<file path="config.mk">
export PLATFORM = sky130hd
export DESIGN_NAME = sr_bank_arbiter
export DESIGN_NICKNAME = d
export VERILOG_FILES = /design/src/rtl/ff_ctrl_pkg.sv /design/src/rtl/srff_bank.sv /design/src/rtl/sr_bank_arbiter.sv
export SDC_FILE = /design/constraint.sdc
export NUM_CORES = 1
export LEC_CHECK = 0
export CAP_MARGIN = 20
export CORE_UTILIZATION = 50
export CTS_CLUSTER_SIZE = 20
export DETAILED_ROUTE_END_ITERATION = 7
export PLACE_DENSITY_LB_ADDON = 0.12
export SYNTH_ARGS = -nofsm -noshare
export SYNTH_HDL_FRONTEND = slang
export SYNTH_SLANG_ARGS = --single-unit
</file>
<file path="constraint.sdc">
create_clock -name clk -period 2 [get_ports clk]
set_input_delay 0.4 -clock clk [delete_from_list [all_inputs] [get_ports clk]]
set_output_delay 0.4 -clock clk [all_outputs]
set_load 0.02 [all_outputs]
</file>
<file path="src/rtl/ff_ctrl_pkg.sv">
// ff_ctrl_pkg: shared types and the per-bit excitation helper for the
// SR-bank arbiter.
//   mode_t    - requested flip-flop behaviour (SR, JK, D, T)
//   state_t   - controller sequencing states
//   excite_t  - one bit's {s, r, err} excitation result
//   sr_excite - converts one bit's mode/operands/current q into legal S/R
package ff_ctrl_pkg;

    typedef enum logic [1:0] {
        MODE_SR = 2'b00,
        MODE_JK = 2'b01,
        MODE_D  = 2'b10,
        MODE_T  = 2'b11
    } mode_t;

    typedef enum logic [1:0] {
        ST_IDLE   = 2'b00,
        ST_EXCITE = 2'b01,
        ST_APPLY  = 2'b10,
        ST_RESP   = 2'b11
    } state_t;

    typedef struct packed {
        logic s;
        logic r;
        logic err;
    } excite_t;

    // An SR request with S=R=1 is turned into a hold and flagged, so the
    // bank itself never sees the forbidden input combination.
    function automatic excite_t sr_excite(mode_t mode, logic a, logic b, logic q);
        excite_t e;
        e = '0;
        case (mode)
            MODE_SR: begin
                if (a && b) begin
                    e.err = 1'b1;
                end else begin
                    e.s = a;
                    e.r = b;
                end
            end
            MODE_JK: begin
                e.s = a & ~q;
                e.r = b & q;
            end
            MODE_D: begin
                e.s = a;
                e.r = ~a;
            end
            MODE_T: begin
                e.s = a & ~q;
                e.r = a & q;
            end
            default: e = '0;
        endcase
        return e;
    endfunction

endpackage

</file>
<file path="src/rtl/srff_bank.sv">
// srff_bank: W independent SR flip-flops sharing clock and async reset.
//   clk, rst - clock and asynchronous active-high reset (q clears to 0)
//   s, r     - per-bit set / reset excitation, applied every rising edge
//   q        - current bank state
module srff_bank #(
    parameter int W = 4
) (
    input  logic         clk,
    input  logic         rst,
    input  logic [W-1:0] s,
    input  logic [W-1:0] r,
    output logic [W-1:0] q
);

    // 10 sets, 01 clears, 00 holds; 11 is treated as hold so the bank can
    // never be driven to an undefined value even if a caller misbehaves.
    always_ff @(posedge clk or posedge rst) begin
        if (rst) begin
            q <= '0;
        end else begin
            q <= (q & ~(r & ~s)) | (s & ~r);
        end
    end

endmodule

</file>
<file path="src/rtl/sr_bank_arbiter.sv">
// sr_bank_arbiter: round-robin front end for two requesters sharing one
// W-bit SR flip-flop bank. Each operation runs IDLE -> EXCITE -> APPLY -> RESP.
//   clk, rst                 - clock, asynchronous active-high reset
//   reqN_valid / reqN_ready  - request handshake (ready only in IDLE)
//   reqN_mode/mask/a/b       - requested mode, bit mask and operands
//   rsp_valid / rsp_ready    - response handshake
//   rsp_id, rsp_q, rsp_err   - owner, post-operation state, illegal-SR bits
//   q_out                    - live bank state
//   err_count                - saturating count of responses with errors
module sr_bank_arbiter
    import ff_ctrl_pkg::*;
#(
    parameter int W    = 4,
    parameter int ERRW = 8
) (
    input  logic            clk,
    input  logic            rst,
    input  logic            req0_valid,
    output logic            req0_ready,
    input  logic [1:0]      req0_mode,
    input  logic [W-1:0]    req0_mask,
    input  logic [W-1:0]    req0_a,
    input  logic [W-1:0]    req0_b,
    input  logic            req1_valid,
    output logic            req1_ready,
    input  logic [1:0]      req1_mode,
    input  logic [W-1:0]    req1_mask,
    input  logic [W-1:0]    req1_a,
    input  logic [W-1:0]    req1_b,
    output logic            rsp_valid,
    input  logic            rsp_ready,
    output logic            rsp_id,
    output logic [W-1:0]    rsp_q,
    output logic [W-1:0]    rsp_err,
    output logic [W-1:0]    q_out,
    output logic [ERRW-1:0] err_count
);

    state_t       state;
    logic         last_grant;
    logic         grant0;
    logic         grant1;
    mode_t        op_mode;
    logic [W-1:0] op_mask;
    logic [W-1:0] op_a;
    logic [W-1:0] op_b;
    logic         op_id;
    logic [W-1:0] s_reg;
    logic [W-1:0] r_reg;
    logic [W-1:0] err_reg;
    logic [W-1:0] exc_s;
    logic [W-1:0] exc_r;
    logic [W-1:0] exc_err;
    logic [W-1:0] q_next;

    // last_grant = 1 means req1 was served last, so req0 wins the next tie.
    // Grants are suppressed while reset is held so ready reads 0 in reset.
    always_comb begin
        grant0 = 1'b0;
        grant1 = 1'b0;
        if (state == ST_IDLE && !rst) begin
            if (req0_valid && (!req1_valid || last_grant)) begin
                grant0 = 1'b1;
            end else if (req1_valid) begin
                grant1 = 1'b1;
            end
        end
    end

    assign req0_ready = grant0;
    assign req1_ready = grant1;

    always_comb begin
        excite_t e;
        exc_s   = '0;
        exc_r   = '0;
        exc_err = '0;
        for (int i = 0; i < W; i++) begin
            e          = sr_excite(op_mode, op_a[i], op_b[i], q_out[i]);
            exc_s[i]   = e.s   & op_mask[i];
            exc_r[i]   = e.r   & op_mask[i];
            exc_err[i] = e.err & op_mask[i];
        end
    end

    // State the bank will hold after the APPLY edge, captured into rsp_q.
    assign q_next = (q_out & ~(r_reg & ~s_reg)) | (s_reg & ~r_reg);

    srff_bank #(.W(W)) u_bank (
        .clk (clk),
        .rst (rst),
        .s   (s_reg),
        .r   (r_reg),
        .q   (q_out)
    );

    // s_reg/r_reg are nonzero only for the single APPLY cycle, so the bank
    // changes on exactly one edge per operation.
    always_ff @(posedge clk or posedge rst) begin
        if (rst) begin
            state      <= ST_IDLE;
            last_grant <= 1'b1;
            op_mode    <= MODE_SR;
            op_mask    <= '0;
            op_a       <= '0;
            op_b       <= '0;
            op_id      <= 1'b0;
            s_reg      <= '0;
            r_reg      <= '0;
            err_reg    <= '0;
            rsp_valid  <= 1'b0;
            rsp_id     <= 1'b0;
            rsp_q      <= '0;
            rsp_err    <= '0;
            err_count  <= '0;
        end else begin
            case (state)
                ST_IDLE: begin
                    if (grant0) begin
                        op_mode    <= mode_t'(req0_mode);
                        op_mask    <= req0_mask;
                        op_a       <= req0_a;
                        op_b       <= req0_b;
                        op_id      <= 1'b0;
                        last_grant <= 1'b0;
                        state      <= ST_EXCITE;
                    end else if (grant1) begin
                        op_mode    <= mode_t'(req1_mode);
                        op_mask    <= req1_mask;
                        op_a       <= req1_a;
                        op_b       <= req1_b;
                        op_id      <= 1'b1;
                        last_grant <= 1'b1;
                        state      <= ST_EXCITE;
                    end
                end
                ST_EXCITE: begin
                    s_reg   <= exc_s;
                    r_reg   <= exc_r;
                    err_reg <= exc_err;
                    state   <= ST_APPLY;
                end
                ST_APPLY: begin
                    s_reg     <= '0;
                    r_reg     <= '0;
                    rsp_valid <= 1'b1;
                    rsp_id    <= op_id;
                    rsp_q     <= q_next;
                    rsp_err   <= err_reg;
                    if ((|err_reg) && (err_count != '1)) begin
                        err_count <= err_count + ERRW'(1);
                    end
                    state <= ST_RESP;
                end
                ST_RESP: begin
                    if (rsp_ready) begin
                        rsp_valid <= 1'b0;
                        state     <= ST_IDLE;
                    end
                end
                default: state <= ST_IDLE;
            endcase
        end
    end

endmodule

</file>
# Word level (Yosys, flattened, before mapping)
# Index checks and enable logic that the tools add are counted.
# totals
out_inout_bits	24
elab_cells	124
inputBits	33
register_bits	52
# classes
n_eq_ne	9
reduce_logical	20
n_bitwise	39
muxes	39
add_sub_neg	1
# ops
cell	count
2-bit one-hot mux with 4 select lines	5
1-bit bitwise AND	24
4-bit 2-to-1 mux	6
2-bit 2-to-1 mux	9
1-bit 2-to-1 mux	16
4-bit one-hot mux with 2 select lines	2
4-bit bitwise AND	3
4-bit NOT	3
8-bit by 1-bit adder with 8-bit output (second input constant)	1
2-bit == test (second input constant)	4
8-bit != test (second input constant)	1
1-bit NOT	8
2-bit AND reduction	4
1-bit logical AND	7
2-bit nonzero test	3
2-bit by 1-bit == test with 1-bit output (second input constant)	2
2-bit logical NOT	2
4-bit OR	1
4-bit OR reduction	1
3-bit != test (second input constant)	1
1-bit logical NOT	2
2-bit != test (second input constant)	1
1-bit one-hot mux with 2 select lines	1
1-bit logical OR	1

# Depth between registers and ports, before layout
# depth
word_depth	8
depth_mapped	7
ltp_nobuf	6

# Modules after synthesis
# From an unflattened synthesis, not the netlist that was laid out.
# hier_totals
cells_unflattened	252
hier_area_um2	2661.3
# by_module_without_submodules
module	area_each_um2	seq_area_each_um2	cells_per_inst	instances
sr_bank_arbiter	2507.4	1202.4	235	1
srff_bank	153.9	100.1	17	1

# Worst setup path before layout
# Ideal clock, no wire load.
# synth_timing
path_kind	register to output
start	register state[0]
end	output req1_ready
path_slack_ns	0.279
path_stages_with_launch	5
t_required_ns	1.600
t_arrival_ns	1.321
path_cell_list	dfrtp_1 inv_1 ha_1 nand3b_1 a21oi_1
# synth_via
elab_chain_len	3
# synth_rtl
item	line	text
from (decl)	sr_bank_arbiter.sv:39	state_t state;
from (signal assigned)	sr_bank_arbiter.sv:101	state <= ST_IDLE;
from (signal assigned)	sr_bank_arbiter.sv:126	state <= ST_EXCITE;
from (signal assigned)	sr_bank_arbiter.sv:134	state <= ST_EXCITE;
2-bit logical NOT	sr_bank_arbiter.sv:61	if (state == ST_IDLE && !rst) begin
1-bit logical AND	sr_bank_arbiter.sv:61	
1-bit 2-to-1 mux	sr_bank_arbiter.sv:61	
to (decl)	sr_bank_arbiter.sv:25	output logic req1_ready,
# Every way passes these cells.

# Worst setup path in the final report
# layout_timing
start	register state[1]
end	output req0_ready
# layout_via
elab_chain_len	3
# layout_rtl
item	line	text
2-bit logical NOT	sr_bank_arbiter.sv:61	
1-bit logical AND	sr_bank_arbiter.sv:61	
1-bit 2-to-1 mux	sr_bank_arbiter.sv:61	
to (decl)	sr_bank_arbiter.sv:19	output logic req0_ready,
# Every way passes these cells.

==> results.json <==
{
  "status": "completed",
  "synth_common_cells": "dfrtp_1, nand2_1, nor2_1",
  "tightest_slew_ps": 464.9,
  "finalMaxSlewViolations": 0,
  "p_switching_w": 0.001769,
  "ant_nets": 0,
  "dp.cells": 377,
  "reg2regPathDepth": 6,
  "grt_pass1_vias": 1966,
  "pwr-share-seq_pct": 41.1,
  "final_hold_viol_count": 0,
  "maxSlewHeadroom_pct": 69.01,
  "synth-edff-count": 0,
  "clk_path_buf_depth": 2,
  "yosysTopAreaCellShare_pct": 48.85,
  "firstDrtPassIters": 4,
  "remaining_drc_errors": 0,
  "largest_reg_flops": 8,
  "dominantRegCellSynth": "dfrtp_1",
  "seq_area_frac_synth_pct": 49.86,
  "wire_per_inst_um": 13.80,
  "antenna_found_initial": 0,
  "crit_fanout": 3,
  "drive_above_1_share_pct": 15.14,
  "clk_pin_slew_worst_paths_ps": 90,
  "r2r_setup_slack_ps": 190,
  "die_y_um": 74.29,
  "synth_nets": 285,
  "crit_start": "state[1]",
  "clockRootBuffer": "clkbuf_8",
  "clock_skew_ps": 5.269,
  "yosysUniqueCellTypes": 49,
  "power_density_nw_per_um2": 1335,
  "setup_viol_count_final": 0,
  "ys_ff_latch": 52,
  "die-area_um2": 5518,
  "num_antenna_cells": 0,
  "nets": 356,
  "period_share_pct": 92.13,
  "required_ps": 1600,
  "grt_max_degree": 53,
  "postCtsSetupRepairBufs": 0,
  "tns_ps": 0,
  "wirelength_um": 5299,
  "p_leak_nw": 1.477,
  "grt_use_total_pct": 21.27,
  "synth_top_area_cell": "dfrtp_1",
  "ioPinCount": 57,
  "cts_buffers": 5,
  "yosys_warnings": 0,
  "hold_slack_ps": 474.5,
  "vias": 2108,
  "fill_cells": 390,
  "fin_crit_ps": 1843,
  "yosys-top-cells-area": "dfrtp_1, mux2_2, o31ai_1",
  "cp-end-kind": "output pin",
  "cts_tree": "built",
  "p_sw_share_pct": 38.82,
  "core.rowCount": 25,
  "grt_pass1_wl_um": 9018,
  "async_flop_share_pct": 100.0,
  "initial_core_util_pct": 53.54,
  "cts_hold_buf": 0,
  "rsz0062_at_grt": "false",
  "h-tree-depth": 2,
  "dr.first_iter.drc_count": 144,
  "instances_no_fill": 384,
  "synthCells": 246,
  "netlist_area_um2": 2613,
  "gp_congestion": 0.8644,
  "pwr-share-clk_pct": 12.1,
  "endpoint": "req0_ready",
  "die_x_um": 74.29,
  "grt_overflow_total": 0,
  "max_freq_mhz": 542.7,
  "timing.rr.start": "state[0]",
  "worstSetupPathType": "flop to output pin",
  "arrival_ps": 1440,
  "cts_sinks": 52,
  "peakVddDrop_v": 0.0005561,
  "via_per_inst": 5.490,
  "hp-class": "flop to flop",
  "coreArea_um2": 4880,
  "power.internal_w": 0.002788,
  "regMostFlops": "err_count",
  "clock_latency_ps": 290,
  "cp-start-kind": "flop",
  "synth_most_common_cell": "dfrtp_1",
  "port-buffer-count": 56,
  "hpwl_um": 3977,
  "area_growth_pct": 30.70,
  "pwr-share-comb_pct": 46.9,
  "max_cap_violations": 0,
  "r2r-end": "err_count[4]",
  "synth.avg_cell_area_um2": 10.62
}
==> what timing repair did <==
| item | CTS | global route |
|---|---|---|
| pin swaps | 0 | 0 |
| endpoints found under the setup margin | 2 | 2 |
| resized for setup | 5 | 4 |
==> power by group through the flow <==
stage | Clock [W] | Sequential, W | Combinational (W)
after global placement | 0 | 0.00187 | 0.00210
after CTS | 0.000562 | 0.00187 | 0.00215
final | 0.000550 | 0.00187 | 0.00214
after global routing | 0.000598 | 0.00194 | 0.00236
after floorplan | 0 | 0.00193 | 0.00126
after detailed placement | 0 | 0.00189 | 0.00215
==> worst min path at each step <==
stage	from	end	slack [ps]	cells past startpoint
floorplan	r_reg[0]	r_reg[0]	440	2
global placement	r_reg[0]	r_reg[0]	460	2
detailed placement	r_reg[0]	r_reg[0]	460	2
CTS	r_reg[0]	r_reg[0]	480	2
global route	r_reg[2]	r_reg[2]	510	2
finish	r_reg[0]	r_reg[0]	470	2
==> layout make-up <==
class	instances	area (um^2)	share of cell area, %
flip-flops and latches	52	1303	38.15
multi-input cells	167	1181	34.59
repair buffers	76	713.2	20.89
well taps	67	83.83	2.455
clock buffers	6	72.57	2.125
inverters	15	56.30	1.649
clock inverters	1	5.005	0.1466
==> cell usage in the layout (no fill, tap or decap), drive strengths merged, types with 4 or more instances in the layout <==
cell type	instances
clkdlybuf4s50	54
dfrtp	51
nand2	22
buf	21
nor2	16
inv	14
nand3	13
o31ai	12
mux2	12
a21oi	11
nand3b	7
clkbuf	7
nand2b	6
o221a	6
o21ai	6
ha	6
nor2b	5
o22ai	4
a21boi	4
==> critical path, cell delays in order (launching register included) <==
cell and delay (ps):
dfrtp_1 390, inv_1 80, ha_2 200, and3b_2 230, nand2_4 50, inv_2 50
buf_2 150
==> metal layers <==
layer | share of wire (%) | vias up | global-route usage (%)
li1 | - | 1039 | -
met3 | 5.2 | 4 | 4.201
met5 | 0 | - | 0
met1 | 49 | 988 | 29.86
met4 | 0.70 | 0 | 4.612
met2 | 45 | 77 | 34.44
==> logic make-up after synthesis <==
group	Yosys count	synth area share [%]
buffers and inverters	27	5.076
multiplexers	14	6.082
AND/OR/NAND/NOR	81	16.38
AO/OA/AOI/OAI	63	18.73
XOR/XNOR	3	1.006
adder cells (fa/ha/maj)	6	2.873
flip-flops	52	49.86
==> per-stage QoR <==
step,setup slack [ps],util (%),cell area [um^2],power (W)
floorplan,279.0,-,2613,0.003194
global placement,-204.6,68.51,3343,0.003976
detailed placement,-215.5,68.51,3343,0.004035
CTS,0.3306,70.13,3422,0.004583
global route,76.43,69.97,3415,0.004896
finish,157.3,69.97,3415,0.004558
No activity file was read; power rests on OpenSTA's default activity.
